## config.mk

```make
export PLATFORM = sky130hd
export DESIGN_NAME = oc0a_perst_seq
export DESIGN_NICKNAME = d
export VERILOG_FILES = /design/src/rtl/oc0a_perst_pkg.sv /design/src/rtl/oc0a_perst_seq_sync_2ff.sv /design/src/rtl/oc0a_perst_seq.sv
export SDC_FILE = /design/constraint.sdc
export NUM_CORES = 1
export LEC_CHECK = 0
export CORE_AREA = 2 2 63 80
export DETAILED_ROUTE_END_ITERATION = 8
export DIE_AREA = 0 0 65 82
export PLACE_DENSITY = 0.7
export SLEW_MARGIN = 20
export SYNTH_ARGS = -nofsm -noshare
export SYNTH_HDL_FRONTEND = slang
export SYNTH_SLANG_ARGS = --single-unit
export TNS_END_PERCENT = 100
```

## constraint.sdc

```tcl
create_clock -name clk -period 3.51 [get_ports clk]
set_input_delay 0.702 -clock clk [delete_from_list [all_inputs] [get_ports clk]]
set_output_delay 0.702 -clock clk [all_outputs]
set_load 0.1 [all_outputs]
```

## src/rtl/oc0a_perst_pkg.sv

```systemverilog
// Shared types for the oc0a PERST# sequencer: state encoding and the
// state-to-pin decode used for the registered PERST# output.
package oc0a_perst_pkg;

  typedef enum logic [2:0] {
    IDLE  = 3'd0,
    HOLD  = 3'd1,
    TRAIN = 3'd2,
    UP    = 3'd3,
    FAIL  = 3'd4
  } perst_state_e;

  // PERST# is released (driven high) only while training or with the link up.
  function automatic logic perstn_of(input perst_state_e s);
    return (s == TRAIN) || (s == UP);
  endfunction

endpackage

```

## src/rtl/oc0a_perst_seq_sync_2ff.sv

```systemverilog
// Two-flop synchronizer, resets to 0 so a synchronized active-low reset
// input reads as "asserted" until it has been seen high for two clocks.
module sync_2ff (
  input  logic clk,
  input  logic rstn,
  input  logic d,
  output logic q
);

  logic meta_q, meta_d;
  logic sync_q, sync_d;

  // Next values are a plain shift of the asynchronous input.
  always_comb begin
    meta_d = d;
    sync_d = meta_q;
  end

  // Synchronizer flops, cleared asynchronously.
  always_ff @(posedge clk or negedge rstn) begin
    if (!rstn) begin
      meta_q <= 1'b0;
      sync_q <= 1'b0;
    end else begin
      meta_q <= meta_d;
      sync_q <= sync_d;
    end
  end

  assign q = sync_q;

endmodule

```

## src/rtl/oc0a_perst_seq.sv

```systemverilog
// PERST# sequencer for the oc0a NVMe port. Holds the device in reset until
// host reset is released and refclk is stable, releases PERST# after a fixed
// hold, then supervises link training with a timeout and bounded retries.
//
// state | meaning
// IDLE  | PERST# asserted, waiting for host out of reset and refclk stable
// HOLD  | PERST# asserted, counting the hold time
// TRAIN | PERST# released, waiting for link_up with timeout
// UP    | link trained, link_ok high
// FAIL  | retries exhausted, PERST# asserted, sticky until sw_reset_req
module oc0a_perst_seq #(
  parameter int unsigned PERST_CYCLES = 25000000,
  parameter int unsigned LINK_TIMEOUT = 250000000,
  parameter int unsigned MAX_RETRY    = 3,
  parameter int unsigned CNT_W        = 32,
  parameter int unsigned RETRY_W      = 2
) (
  input  logic               clk,
  input  logic               rstn,
  input  logic               host_perstn,
  input  logic               refclk_stable,
  input  logic               link_up,
  input  logic               sw_reset_req,
  output logic               oc0a_perstn,
  output logic               link_ok,
  output logic               fail,
  output logic [RETRY_W-1:0] retry_cnt,
  output logic [2:0]         state
);

  import oc0a_perst_pkg::*;

  localparam logic [CNT_W-1:0]   HOLD_LAST  = CNT_W'(PERST_CYCLES - 1);
  localparam logic [CNT_W-1:0]   TRAIN_LAST = CNT_W'(LINK_TIMEOUT - 1);
  localparam logic [RETRY_W-1:0] RETRY_MAX  = RETRY_W'(MAX_RETRY);

  logic hp_s;

  sync_2ff u_sync_hp (
    .clk  (clk),
    .rstn (rstn),
    .d    (host_perstn),
    .q    (hp_s)
  );

  perst_state_e       state_q, state_d;
  logic [CNT_W-1:0]   cnt_q, cnt_d;
  logic [RETRY_W-1:0] retry_q, retry_d;
  logic               perstn_q, perstn_d;
  logic               link_ok_q, link_ok_d;
  logic               fail_q, fail_d;

  // State, shared counter, retry count and registered outputs.
  always_ff @(posedge clk or negedge rstn) begin
    if (!rstn) begin
      state_q   <= IDLE;
      cnt_q     <= '0;
      retry_q   <= '0;
      perstn_q  <= 1'b0;
      link_ok_q <= 1'b0;
      fail_q    <= 1'b0;
    end else begin
      state_q   <= state_d;
      cnt_q     <= cnt_d;
      retry_q   <= retry_d;
      perstn_q  <= perstn_d;
      link_ok_q <= link_ok_d;
      fail_q    <= fail_d;
    end
  end

  // Next-state logic: overrides first, then the normal sequence. Every
  // terminal-count compare clears the counter, so it never wraps.
  always_comb begin
    state_d = state_q;
    cnt_d   = cnt_q;
    retry_d = retry_q;
    if (!hp_s || !refclk_stable || sw_reset_req) begin
      state_d = IDLE;
      cnt_d   = '0;
      retry_d = '0;
    end else begin
      unique case (state_q)
        IDLE: begin
          cnt_d   = '0;
          state_d = HOLD;
        end
        HOLD: begin
          if (cnt_q == HOLD_LAST) begin
            cnt_d   = '0;
            state_d = TRAIN;
          end else begin
            cnt_d = cnt_q + 1'b1;
          end
        end
        TRAIN: begin
          // link_up wins over a timeout on the same cycle.
          if (link_up) begin
            cnt_d   = '0;
            state_d = UP;
          end else if (cnt_q == TRAIN_LAST) begin
            cnt_d = '0;
            if (retry_q == RETRY_MAX) begin
              state_d = FAIL;
            end else begin
              retry_d = retry_q + 1'b1;
              state_d = HOLD;
            end
          end else begin
            cnt_d = cnt_q + 1'b1;
          end
        end
        UP: begin
          cnt_d = '0;
          if (!link_up) begin
            retry_d = '0;
            state_d = IDLE;
          end
        end
        FAIL: begin
          cnt_d = '0;
        end
        default: begin
          cnt_d   = '0;
          retry_d = '0;
          state_d = IDLE;
        end
      endcase
    end
  end

  // Outputs decoded from the next state so they register with the state.
  always_comb begin
    perstn_d  = perstn_of(state_d);
    link_ok_d = (state_d == UP);
    fail_d    = (state_d == FAIL);
  end

  assign oc0a_perstn = perstn_q;
  assign link_ok     = link_ok_q;
  assign fail        = fail_q;
  assign retry_cnt   = retry_q;
  assign state       = state_q;

endmodule

```

Yosys cells after proc, flatten, opt, wreduce, memory -nomap -nowiden:

Index checks and enable logic that the tools add are counted.

* flip-flop bits (word level): 42
* bits in latches: 0
* bits in writable memories: 0
* bits in read-only memories: 0
* input bits: 6
* logic and storage cells: 51
* memories: 0

* add/subtract/negate cells: 2
* multiply operators: 0
* divide/modulo/power cells: 0
* order comparisons: 0
* equal/unequal tests: 15
* shift operators: 0
* mux-type cells: 18
* bitwise gates (word level): 0
* reductions and logical operators: 8

Operators with widths (count)
* 2-to-1 mux 32 bit: 4
* one-hot mux 32 bit (2 select lines): 1
* adder 32 x 1 -> 32 bit, second input constant: 1
* == test 32 x 25 -> 1 bit, second input constant: 1
* == test 32 x 28 -> 1 bit, second input constant: 1
* 2-to-1 mux 3 bit: 6
* one-hot mux 3 bit (5 select lines): 1
* == test 3 x 2 -> 1 bit, second input constant: 4
* inequality test 3 bit, second input constant: 4
* 2-to-1 mux 2 bit: 5
* == test 3 bit, second input constant: 2
* one-hot mux 2 bit (3 select lines): 1
* AND reduction 5 bit: 1
* == test 3 x 1 -> 1 bit, second input constant: 1
* logical NOT 3 bit: 1
* logical OR 1 bit: 3
* OR reduction 3 bit: 1
* adder 2 x 1 -> 2 bit, second input constant: 1
* == test 2 bit, second input constant: 1
* logical NOT 1 bit: 2
* inequality test 2 x 1 -> 1 bit, second input constant: 1

Longest topological paths before layout:

* depth in word-level cells: 8
* mapped depth: 7

Hierarchy:

Synthesis repeated with hierarchy kept, for this count alone.

* cell total of the unflattened synthesis: 214
* area total of the unflattened synthesis: 2142.1 µm²

By module, submodules not included
* oc0a_perst_seq: times used 1, cells each 212, area each 2092.0 µm²
* sync_2ff: times used 1, cells each 2, area each 50.0 µm²

Least setup slack after synthesis:

OpenSTA, ideal clock, no wires.

* kind: register -> register
* from: register state_q[1] (netlist: state[1])
* to: register cnt_q[6]
* setup time: 0.069 ns
* arrival time: 1.924 ns
* required time: 3.441 ns
* slack: 1.517 ns
* cell stages (with the launch flop): 6
* cell sequence: dfrtp_1 -> nand3_1 -> nor2_1 -> a22oi_4 -> buf_6 -> nor2_2

* longest elaborated chain between the ends: 3

Ends and longest elaborated chain
* start: declaration: RTL line oc0a_perst_seq.sv:46 `perst_state_e state_q, state_d;`
* start signal: assignment: RTL line oc0a_perst_seq.sv:63 `state_q <= state_d;`
* == test 3 x 2 -> 1 bit / == test 3 x 1 -> 1 bit (equally long branches): RTL line oc0a_perst_seq.sv:83 `unique case (state_q)`
* one-hot mux 32 bit (2 select lines) (*): RTL line oc0a_perst_seq.sv:83
* 2-to-1 mux 32 bit (*): RTL line oc0a_perst_seq.sv:78 `if (!hp_s || !refclk_stable || sw_reset_req) begin`
* net cnt_d[6]: RTL line oc0a_perst_seq.sv:47 `logic [CNT_W-1:0] cnt_q, cnt_d;`
* end signal: assignment: RTL line oc0a_perst_seq.sv:64 `cnt_q <= cnt_d;`
* end: declaration: RTL line oc0a_perst_seq.sv:47

Mark *: on every way through the listed nets, which the timed path passes. The rest lies on a longest branch.
A chain may end at the register's enable or synchronous reset.

Worst setup path in the final report:

* from: register state_q[0] (netlist: state[0])
* to: output port state[0]

RTL lines
* end: declaration: RTL line oc0a_perst_seq.sv:28 `output logic [2:0] state`

No word-level cell between the ends.

==> results.py <==
metrics = {
    "critical_path": {
        "end_kind": "output port",
        "path_class": "reg -> out",
        "worstReg2RegEnd": "cnt_q[28]$_DFF_PN0_",
        "reg2reg_from": "cnt_q[7]$_DFF_PN0_",
        "critPathMaxStageDelay_ps": 1160,
        "cp_slowest_cell": "clkdlybuf4s50_1",
        "rr_worst_depth": 6,
        "crit_family": "buffers and inverters",
        "crit_arrival_ps": 1880,
        "cp.required_ps": 2810,
        "crit_path_start": "state[0]$_DFF_PN0_",
        "reg2reg_slack_ps": 1260,
        "crit_buf_inv": 1,
        "crit_chain": "clkdlybuf4s50_1",
        "start_kind": "flop",
        "cp_max_fo": 6,
        "endpoint": "state[0]",
        "cp_num_cells": 1,
    },
    "route": {
        "routed_wl_um": 4410,
        "drtIter0Drc": 60,
        "drtPass1Iterations": 4,
        "viasPerCell": 5.65,
        "vias": 1718,
        "drcViolationCount": 0,
        "wl_per_cell_um": 14.5,
        "drtAntennaViolNets": 0,
    },
    "timing": {
        "slew_violations": 0,
        "fmax_mhz": 387,
        "holdWs_ps": 350,
        "max_slew_margin": 0.348,
        "setup_viol": 0,
        "rsz0062_at_grt": "false",
        "skew_ps": 6.38,
        "post-route-worst-setup-slack_ps": 924,
        "tightestPinTransition_ps": 974,
        "fin_setup_tns_ps": 0,
        "hold_viol_final": 0,
        "period_share": 0.737,
        "period_minus_slack_ps": 2590,
    },
    "placement": {
        "place_inst": 296,
        "hpwl_um": 3090,
        "gp_congestion": 0.783,
        "portBuffers": 13,
        "dp_slack_ps": 1110,
        "placed_cell_area_um2": 2410,
    },
    "yosys": {
        "synth_xor_area_frac": 0.117,
        "synthAdderAreaFrac": 0.0111,
        "synth_edf_count": 0,
        "synthDistinctLibCells": 39,
        "synth_compound_area_frac": 0.0440,
        "muxShareOfSynthArea": 0.00446,
        "synthesis.nets": 235,
        "synthArstFlopShare": 1.00,
        "ys.warnings.count": 0,
        "synthCells": 227,
        "synth-seq-cells": 42,
        "synth_top_flop_cell": "dfrtp_1",
        "synthSimpleGateAreaFrac": 0.327,
        "synth_top_family_by_area": "simple AND/OR/NAND/NOR gates",
        "avgSynthCellArea_um2": 9.89,
        "ys_seq_area_frac": 0.468,
        "netlist_area_um2": 2240,
    },
    "finish": {
        "nNetsFinal": 251,
        "stdcell_count": 304,
        "layout-drive-gt1-share": 0.119,
        "regArea_um2": 1050,
        "syn_to_final_growth_pct": 12.0,
        "num-fill-cells": 416,
        "final_common_cell": "dfrtp_1",
        "fin_area_um2": 2510,
        "antenna_cells": 0,
        "final_util": 0.548,
        "final_cell_mix": "dfrtp_1, nor2_1, xor2_1",
        "multi_input_area_um2": 1130,
    },
    "cts": {
        "cts_setup_buffers": 0,
        "clock_latency_ps": 290,
        "numCtsBuffers": 5,
        "cts.hold.buffers_added": 0,
        "clk_pin_slew_worst_paths_ps": 70,
        "cts.sinks": 42,
        "cts-root-buf": "clkbuf_8",
        "h-tree-depth": 2,
        "cts_tree": "built",
        "ctsLongestPathBuffers": 2,
        "post_cts_resized": 0,
    },
    "flow_run": {
        "max_cap_violations": 0,
    },
    "floorplan": {
        "die_w_um": 65,
        "start_util": 0.489,
        "rows": 28,
        "core_region_area_um2": 4590,
        "die_area_um2": 5330,
        "die_h_um": 82,
        "io_pins": 14,
    },
    "power": {
        "leakagePower_nw": 0.985,
        "power.density_nw_per_um2": 350,
        "max-vdd-ir-drop_mv": 0.192,
        "fin_total_pwr_mw": 0.879,
    },
    "hold_path": {
        "hold_class": "reg -> reg",
    },
    "global_route": {
        "grtUsageTotal": 0.188,
        "overflow": 0,
        "grt_antenna_before_repair": 0,
        "grt_pass1_vias": 1665,
        "grt_max_degree": 43,
        "grt_pass1_wl_um": 7630,
    },
    "status": {
        "outcome": "finished clean",
    },
}
## synth_stat cells, types with 3 or more instances
cell type	count	area, um^2
and3_1	7	43.8
and4_1	5	43.8
buf_6	3	33.8
dfrtp_1	42	1050
inv_1	4	15.0
nand2_1	18	67.6
nand2b_1	4	25.0
nand3_1	16	80.1
nand4_1	16	100
nor2_1	30	113
nor2_2	10	62.6
nor2b_1	4	25.0
nor3_1	4	20.0
nor4_1	5	31.3
o22ai_1	3	18.8
xnor2_1	5	43.8
xor2_1	25	219
## layer usage
layer / routed length, um / GRT usage / share of wire
met1: 1930 / 0.219 / 0.44
met2: 2250 / 0.328 / 0.51
met3: 147 / 0.0452 / 0.033
met4: 81 / 0.0809 / 0.018
met5: 0 / 0 / 0
## power breakdown
| part | switching [mW] | internal [mW] | total, mW |
|---|---|---|---|
| registers | 0.00108 | 0.485 | 0.486 |
| clock network | 0.156 | 0.213 | 0.369 |
| logic | 0.0164 | 0.00680 | 0.0232 |
| total | 0.174 | 0.705 | 0.879 |
## sequential cells by signal, summed over array words and instances, names as in the netlist
signal	cells
link_ok	1
fail	1
cnt_q	32
u_sync_hp.meta_q	1
u_sync_hp.q	1
retry_cnt	2
state	3
oc0a_perstn	1
## cell families (layout without fill, tap and decap cells)
family,count (synthesis),in the layout
compound gates,11,11
xor+xnor,30,30
fa+ha+maj,2,2
buf+inv,10,27
flops,42,42
mux,1,1
simple gates,131,131
## worst min path at each step
| stage | start | endpoint | slack (ps) | depth (start not counted) |
|---|---|---|---|---|
| after floorplan | u_sync_hp.meta_q$_DFF_PN0_ | u_sync_hp.q$_DFF_PN0_ | 330 | 0 |
| after global placement | u_sync_hp.meta_q$_DFF_PN0_ | u_sync_hp.q$_DFF_PN0_ | 330 | 0 |
| after detailed placement | u_sync_hp.meta_q$_DFF_PN0_ | u_sync_hp.q$_DFF_PN0_ | 340 | 0 |
| after CTS | u_sync_hp.meta_q$_DFF_PN0_ | u_sync_hp.q$_DFF_PN0_ | 350 | 0 |
| after global routing | u_sync_hp.meta_q$_DFF_PN0_ | u_sync_hp.q$_DFF_PN0_ | 370 | 0 |
| final | u_sync_hp.meta_q$_DFF_PN0_ | u_sync_hp.q$_DFF_PN0_ | 350 | 0 |
## cell type report
type / count / share of cell area
Inverter: 4 / 0.00597
Clock buffer: 7 / 0.0304
Tap cell: 60 / 0.0299
Clock inverter: 1 / 0.0119
Sequential cell: 42 / 0.418
Multi-Input combinational cell: 175 / 0.450
Timing Repair Buffer: 15 / 0.0538
Note: power is estimated with default switching activity, not from simulation.
